--- config.mk ---
export PLATFORM = sky130hd
export DESIGN_NAME = mmc_trig_sequencer
export DESIGN_NICKNAME = d
export VERILOG_FILES = /design/src/rtl/mmc_trig_sequencer_pkg.sv /design/src/rtl/mmc_trig_sequencer_cmp.sv /design/src/rtl/mmc_trig_sequencer.sv
export SDC_FILE = /design/constraint.sdc
export NUM_CORES = 1
export LEC_CHECK = 0
export CAP_MARGIN = 20
export CORE_AREA = 2 2 157 159
export CTS_CLUSTER_DIAMETER = 50
export CTS_CLUSTER_SIZE = 30
export DETAILED_ROUTE_END_ITERATION = 16
export DIE_AREA = 0 0 159 161
export GPL_TIMING_DRIVEN = 1
export PLACE_DENSITY_LB_ADDON = 0.05
export SYNTH_ARGS = -nofsm -noshare
export SYNTH_HDL_FRONTEND = slang
export SYNTH_SLANG_ARGS = --single-unit
--- constraint.sdc ---
create_clock -name clk -period 5.9 [get_ports clk]
set_input_delay 1.18 -clock clk [delete_from_list [all_inputs] [get_ports clk]]
set_output_delay 1.18 -clock clk [all_outputs]
set_load 0.005 [all_outputs]
--- src/rtl/mmc_trig_sequencer_pkg.sv ---
// Shared constants for the MMC trigger sequencer: compare opcodes, config
// field offsets, packet field offsets and FSM state encodings.
package mmc_trig_sequencer_pkg;

  localparam logic [1:0] CMP_OP_EQ = 2'b00;
  localparam logic [1:0] CMP_OP_NE = 2'b01;
  localparam logic [1:0] CMP_OP_LT = 2'b10;
  localparam logic [1:0] CMP_OP_GT = 2'b11;

  localparam int CFG_DATA_LSB    = 32;
  localparam int CFG_CMD_LSB     = 26;
  localparam int CFG_TX_BIT      = 25;
  localparam int CFG_OP_LSB      = 23;
  localparam int CFG_DATA_EN_BIT = 2;
  localparam int CFG_CMD_EN_BIT  = 1;
  localparam int CFG_TX_EN_BIT   = 0;

  localparam int AUX_TMO_LSB = 16;
  localparam int AUX_REP_LSB = 0;

  localparam int PKT_TX_BIT  = 46;
  localparam int PKT_CMD_LSB = 40;
  localparam int PKT_ARG_LSB = 8;

  localparam logic [1:0] ST_IDLE  = 2'd0;
  localparam logic [1:0] ST_ARMED = 2'd1;
  localparam logic [1:0] ST_FIRE  = 2'd2;

endpackage

--- src/rtl/mmc_trig_sequencer_cmp.sv ---
// mmc_stage_cmp: combinational match of one compare slot against a decoded
// MMC command packet.
module mmc_stage_cmp
  import mmc_trig_sequencer_pkg::*;
(
  input  logic [63:0] cfg,
  input  logic [47:0] packet,
  output logic        match
);

  logic [31:0] data;
  logic [31:0] arg;
  logic [5:0]  cfg_cmd;
  logic [5:0]  pkt_cmd;
  logic [1:0]  op;
  logic        data_ok;
  logic        unused_bits;

  assign data    = cfg[CFG_DATA_LSB +: 32];
  assign cfg_cmd = cfg[CFG_CMD_LSB +: 6];
  assign op      = cfg[CFG_OP_LSB +: 2];
  assign arg     = packet[PKT_ARG_LSB +: 32];
  assign pkt_cmd = packet[PKT_CMD_LSB +: 6];

  // Argument compares are unsigned.
  always_comb begin
    data_ok = 1'b0;
    case (op)
      CMP_OP_EQ: data_ok = (arg == data);
      CMP_OP_NE: data_ok = (arg != data);
      CMP_OP_LT: data_ok = (arg < data);
      CMP_OP_GT: data_ok = (arg > data);
      default:   data_ok = 1'b0;
    endcase
  end

  assign match = (data_ok || !cfg[CFG_DATA_EN_BIT])
              && ((cfg_cmd == pkt_cmd) || !cfg[CFG_CMD_EN_BIT])
              && ((cfg[CFG_TX_BIT] == packet[PKT_TX_BIT]) || !cfg[CFG_TX_EN_BIT]);

  assign unused_bits = ^{cfg[22:3], packet[47], packet[7:0]};

endmodule

--- src/rtl/mmc_trig_sequencer.sv ---
// Multi-stage MMC command trigger sequencer. Define MMCTRIG_SEQ_TIMEOUT_EN to
// build the per-stage inter-stage timeout; otherwise stages wait indefinitely.
module mmc_trig_sequencer
  import mmc_trig_sequencer_pkg::*;
#(
  parameter int NUM_STAGES   = 4,
  parameter int CNT_WIDTH    = 16,
  parameter int PULSE_CYCLES = 127
) (
  input  logic                          clk,
  input  logic                          reset_i,
  input  logic                          cfg_wr,
  input  logic [$clog2(NUM_STAGES)-1:0] cfg_stage,
  input  logic [63:0]                   cfg_data,
  input  logic [31:0]                   cfg_aux,
  input  logic [$clog2(NUM_STAGES)-1:0] num_stages,
  input  logic                          arm,
  input  logic                          abort,
  input  logic                          rearm,
  input  logic [47:0]                   msg_packet,
  input  logic                          msg_valid,
  output logic                          trig_out,
  output logic                          busy,
  output logic [$clog2(NUM_STAGES)-1:0] stage_idx,
  output logic [7:0]                    fire_count
);

  localparam int         IW         = $clog2(NUM_STAGES);
  localparam logic [7:0] PULSE_LAST = 8'(PULSE_CYCLES - 1);

  logic [63:0] slot_cfg [NUM_STAGES];
  logic [7:0]  slot_rep [NUM_STAGES];
  logic [1:0]  state;
  logic [7:0]  rep_cnt;
  logic [7:0]  pulse_cnt;
  logic [7:0]  eff_rep;
  logic        match;
  logic        hit_match;
  logic        rep_done;
  logic        tmo_hit;
  logic        unused_aux;

  always_ff @(posedge clk) begin
    if (reset_i) begin
      for (int i = 0; i < NUM_STAGES; i++) begin
        slot_cfg[i] <= '0;
        slot_rep[i] <= '0;
      end
    end else if (cfg_wr) begin
      slot_cfg[cfg_stage] <= cfg_data;
      slot_rep[cfg_stage] <= cfg_aux[AUX_REP_LSB +: 8];
    end
  end

  mmc_stage_cmp u_cmp (
    .cfg    (slot_cfg[stage_idx]),
    .packet (msg_packet),
    .match  (match)
  );

  // A repeat count of zero behaves like one.
  assign eff_rep   = (slot_rep[stage_idx] == 8'd0) ? 8'd1 : slot_rep[stage_idx];
  assign rep_done  = ({1'b0, rep_cnt} + 9'd1) >= {1'b0, eff_rep};
  assign hit_match = msg_valid && match;
  assign unused_aux = ^cfg_aux[15:8];

`ifdef MMCTRIG_SEQ_TIMEOUT_EN
  logic [15:0]          slot_tmo [NUM_STAGES];
  logic [CNT_WIDTH-1:0] tmo_cnt;
  logic [CNT_WIDTH-1:0] tmo_next;
  logic [CNT_WIDTH-1:0] tmo_limit;

  always_ff @(posedge clk) begin
    if (reset_i) begin
      for (int i = 0; i < NUM_STAGES; i++) slot_tmo[i] <= '0;
    end else if (cfg_wr) begin
      slot_tmo[cfg_stage] <= cfg_aux[AUX_TMO_LSB +: 16];
    end
  end

  // tmo_next is the number of cycles spent in the stage once this edge passes.
  assign tmo_next  = (&tmo_cnt) ? tmo_cnt : tmo_cnt + CNT_WIDTH'(1);
  assign tmo_limit = CNT_WIDTH'(slot_tmo[stage_idx]);
  assign tmo_hit   = (state == ST_ARMED) && (stage_idx != '0)
                  && (tmo_limit != '0) && (tmo_next >= tmo_limit);

  always_ff @(posedge clk) begin
    if (reset_i || abort || arm || state != ST_ARMED || stage_idx == '0
        || (hit_match && rep_done) || (tmo_hit && !hit_match))
      tmo_cnt <= '0;
    else
      tmo_cnt <= tmo_next;
  end
`else
  logic unused_tmo;
  assign unused_tmo = ^cfg_aux[31:16];
  assign tmo_hit    = 1'b0;
`endif

  // Priority inside ARMED: abort, then arm, then a match, then a timeout.
  always_ff @(posedge clk) begin
    if (reset_i) begin
      state      <= ST_IDLE;
      stage_idx  <= '0;
      rep_cnt    <= '0;
      pulse_cnt  <= '0;
      fire_count <= '0;
    end else if (abort) begin
      state     <= ST_IDLE;
      stage_idx <= '0;
      rep_cnt   <= '0;
    end else begin
      case (state)
        ST_IDLE: begin
          if (arm) begin
            state     <= ST_ARMED;
            stage_idx <= '0;
            rep_cnt   <= '0;
          end
        end
        ST_ARMED: begin
          if (arm) begin
            stage_idx <= '0;
            rep_cnt   <= '0;
          end else if (hit_match) begin
            if (!rep_done) begin
              rep_cnt <= rep_cnt + 8'd1;
            end else if (stage_idx >= num_stages) begin
              state      <= ST_FIRE;
              stage_idx  <= '0;
              rep_cnt    <= '0;
              pulse_cnt  <= PULSE_LAST;
              fire_count <= fire_count + 8'd1;
            end else begin
              stage_idx <= stage_idx + IW'(1);
              rep_cnt   <= '0;
            end
          end else if (tmo_hit) begin
            stage_idx <= '0;
            rep_cnt   <= '0;
          end
        end
        ST_FIRE: begin
          if (pulse_cnt == 8'd0)
            state <= rearm ? ST_ARMED : ST_IDLE;
          else
            pulse_cnt <= pulse_cnt - 8'd1;
        end
        default: state <= ST_IDLE;
      endcase
    end
  end

  assign trig_out = (state == ST_FIRE);
  assign busy     = (state == ST_ARMED) || (state == ST_FIRE);

endmodule

==> summary.txt <==
Outcome
  – Run status: complete, no violations

CTS
  – Clock tree from TritonCTS: done
  – CTS buffer count: 29
  – Post-CTS Resized: 0
  – Clock latency on the worst-skew pair: 550 ps
  – CTS root buf: clkbuf_16
  – Cts hold-fix bufs: 0
  – Clock-pin slew on the worst setup and hold paths: 60 ps
  – Post-CTS setup buffer count: 0
  – Max H-tree Level: 1
  – Clock Path Buffers: 3
  – Clock sink count: 238

Yosys
  – Cells after synthesis: 875
  – Top cells by count, synth: 210 x and2_1, 208 x edfxtp_1, 57 x inv_1
  – Cell Area, Synth: 0.0118 mm^2
  – Top_reg_cell synth: edfxtp_1
  – Post-synth net total: 1080
  – Ys async rst share: 0
  – Number of synthesis warnings: 0
  – Synth top area share: 0.531
  – Number of flops mapped to enable cells by yosys: 208
  – #FFs+latches synth: 238
  – Sequential area share after synthesis: 0.582
  – Most frequent cell after synthesis: and2_1
  – Dominant cells by area after synthesis: edfxtp_1 53%, and2_1 11%, mux4_2 9.6%
  – Mapped Avg Cell Area: 13.4 um^2
  – Largest area contributor in the netlist: edfxtp_1
  – Count of cell types in the netlist: 57

Critical path
  – Endpoint type of the worst setup path: flip-flop
  – Worst path max stage delay: 850 ps
  – Reg2Reg Depth: 14
  – Sum of buffers and inverters on the critical path: 2
  – Critical Path AT: 5180 ps
  – Crit path kind: flip-flop to flip-flop
  – Critical Path RT: 6350 ps
  – Kind of start point of the critical path: flip-flop
  – Crit Path Max Fanout: 25
  – Crit-path slowest cell: dfxtp_2
  – Most used cell, CP: a21oi_1
  – R2r setup slk: 1180 ps
  – Critical-path cell list: buf_4 -> mux4_2 -> nor4_1 -> a41o_1 -> ha_1 -> nand2b_1 -> a21o_1 -> a21oi_1 -> o21ai_0 -> a21oi_1 -> o211ai_1 -> inv_1 -> or4_1 -> a21oi_1
  – CP Depth: 14
  – Delay-heaviest family, CP: compound AO/OA/AOI/OAI gates

GRT
  – GRT Util Overall: 0.202
  – Wire length of the first global-routing pass: 40.4 mm
  – Largest net degree at the start of global routing: 54
  – Antenna violations before repair: 2
  – Grt ovf: 0
  – Vias in the first global route: 7381

Power
  – Leak: 5.31 nW
  – Combinational power share: 0.078
  – Power Dens Cells: 288 mW/mm^2
  – Sw Pwr: 0.978 mW
  – Seq pwr share: 0.476
  – Clock share of power: 0.446
  – Switching portion of total power: 0.237
  – Int Pwr: 3.15 mW
  – Peak supply drop: 0.220 mV

Finish
  – Finished Core Util: 0.599
  – Non-filler cells, final: 1345
  – Nets: 1202
  – Fill count: 1944
  – Layout cells sized above 1: 0.134
  – Area growth from synthesis to layout: 22.1%

Place
  – Routability cong.: 0.823
  – Port bufs: 113
  – Worst slack, placed: 911 ps
  – Hpwl dp: 15.3 mm
  – Dpl cells: 1290

Floorplanning
  – Die Height: 161 um
  – Die W: 159 um
  – Area of the die: 0.0256 mm^2
  – Std-Cell Rows: 57
  – Number of placed I/O pins: 167
  – CORE AREA: 0.0240 mm^2
  – Initial Util: 0.491

Detailed routing
  – DRT iter0 DRCs: 582
  – Wire length per cell: 18.7 um
  – Routed vias: 7137
  – DRT Wirelength: 25.2 mm
  – Post-DRT Antenna Nets: 0
  – DRT Pass-1 Iters: 7
  – Post-route DRC: 0
  – Vias per cell: 5.31

Timing
  – Slew margin rel.: 0.285
  – Setup violators final: 0
  – Crit share post-route: 0.800
  – FMAX: 212 MHz
  – Fin crit period: 4720 ps
  – RSZ-0062 raised after global routing: false
  – Slew @ Worst Pin: 1070 ps
  – Final worst setup slack: 1180 ps
  – Final Max Slew Viols: 0
  – Hold Fails Final Rpt: 0
  – TNS Setup: 0 ps
  – Clock skew: 21.7 ps

Min path
  – Worst Hold Class: flip-flop to flip-flop

Job
  – Max_cap viols: 0
[area by class of cell]
cell class / count / area, um^2 / share of cell area
flip-flops and latches: 238 / 6850 / 0.477
multi-input cells: 543 / 4560 / 0.318
repair buffers: 128 / 1310 / 0.0910
clock buffers: 31 / 743 / 0.0518
well taps: 324 / 405 / 0.0282
clock inverters: 23 / 272 / 0.0189
inverters: 57 / 214 / 0.0149
diodes: 1 / 2.50 / 0.000174
[power by group through the flow]
stage / sequential, mW / combinational, mW / clock (mW)
floorplan: 2.00 / 0.173 / 0
global placement: 2.00 / 0.323 / 0
detailed placement: 2.01 / 0.326 / 0
CTS: 1.97 / 0.327 / 1.87
global route: 1.98 / 0.356 / 1.95
finish: 1.97 / 0.321 / 1.84
[sequential cells by signal, summed over array words and instances (netlist names), named ones only]
register / cells
fire_count: 8
pulse_cnt: 8
rep_cnt: 8
slot_cfg: 176
slot_rep: 32
stage_idx: 2
state: 2
[how the worst min path moves through the flow]
stage	slack (ps)	cells after the start	to	startpoint
after CTS	490	1	pulse_cnt[6]	pulse_cnt[6]
after global placement	470	2	rep_cnt[1]	rep_cnt[1]
final	490	2	rep_cnt[1]	rep_cnt[1]
after floorplan	450	1	pulse_cnt[6]	pulse_cnt[6]
after global routing	510	1	pulse_cnt[4]	pulse_cnt[4]
after detailed placement	480	1	pulse_cnt[4]	pulse_cnt[4]
[cells in the final DEF (no fill, tap or decap), types with 14 or more instances in the layout]
cell type,instances
nand2_1,22
ha_1,50
clkdlybuf4s50_1,113
nand3_1,14
dfxtp_1,28
edfxtp_1,208
and2_1,210
a21oi_1,37
nor2_1,19
mux4_2,50
inv_1,57
clkbuf_16,29
[per-stage QoR]
step,hold slack [ps],power [mW],instance area [um^2]
after floorplan,448,2.17,11800
after global placement,474,2.33,13300
after detailed placement,479,2.33,13300
after CTS,486,4.17,14400
after global routing,514,4.28,14400
final,487,4.13,14400
[per-layer routing]
layer,GRT usage,part of all wire
met2,0.355,0.50
met3,0.0347,0.043
met4,0.0471,0.021
met1,0.265,0.44
met5,0,0.00052
[worst reg2reg max path, cell delays in order, from the launching register on]
cell	delay (ps)
dfxtp_2	850
buf_4	410
mux4_2	390
nor4_1	340
a41o_1	220
ha_1	110
nand2b_1	90
a21o_1	110
a21oi_1	60
o21ai_0	320
a21oi_1	120
o211ai_1	660
inv_1	210
or4_1	570
a21oi_1	180
[cells by family after synthesis]
logic type / share of synthesized area
and+or+nand+nor: 0.164
DFF: 0.582
muxes: 0.104
buffers and inverters: 0.0322
AOI/OAI and AO/OA: 0.0527
adders and majority gates: 0.0532
xor gates and xnor gates: 0.0119
Power figures use the tool's default switching activity.
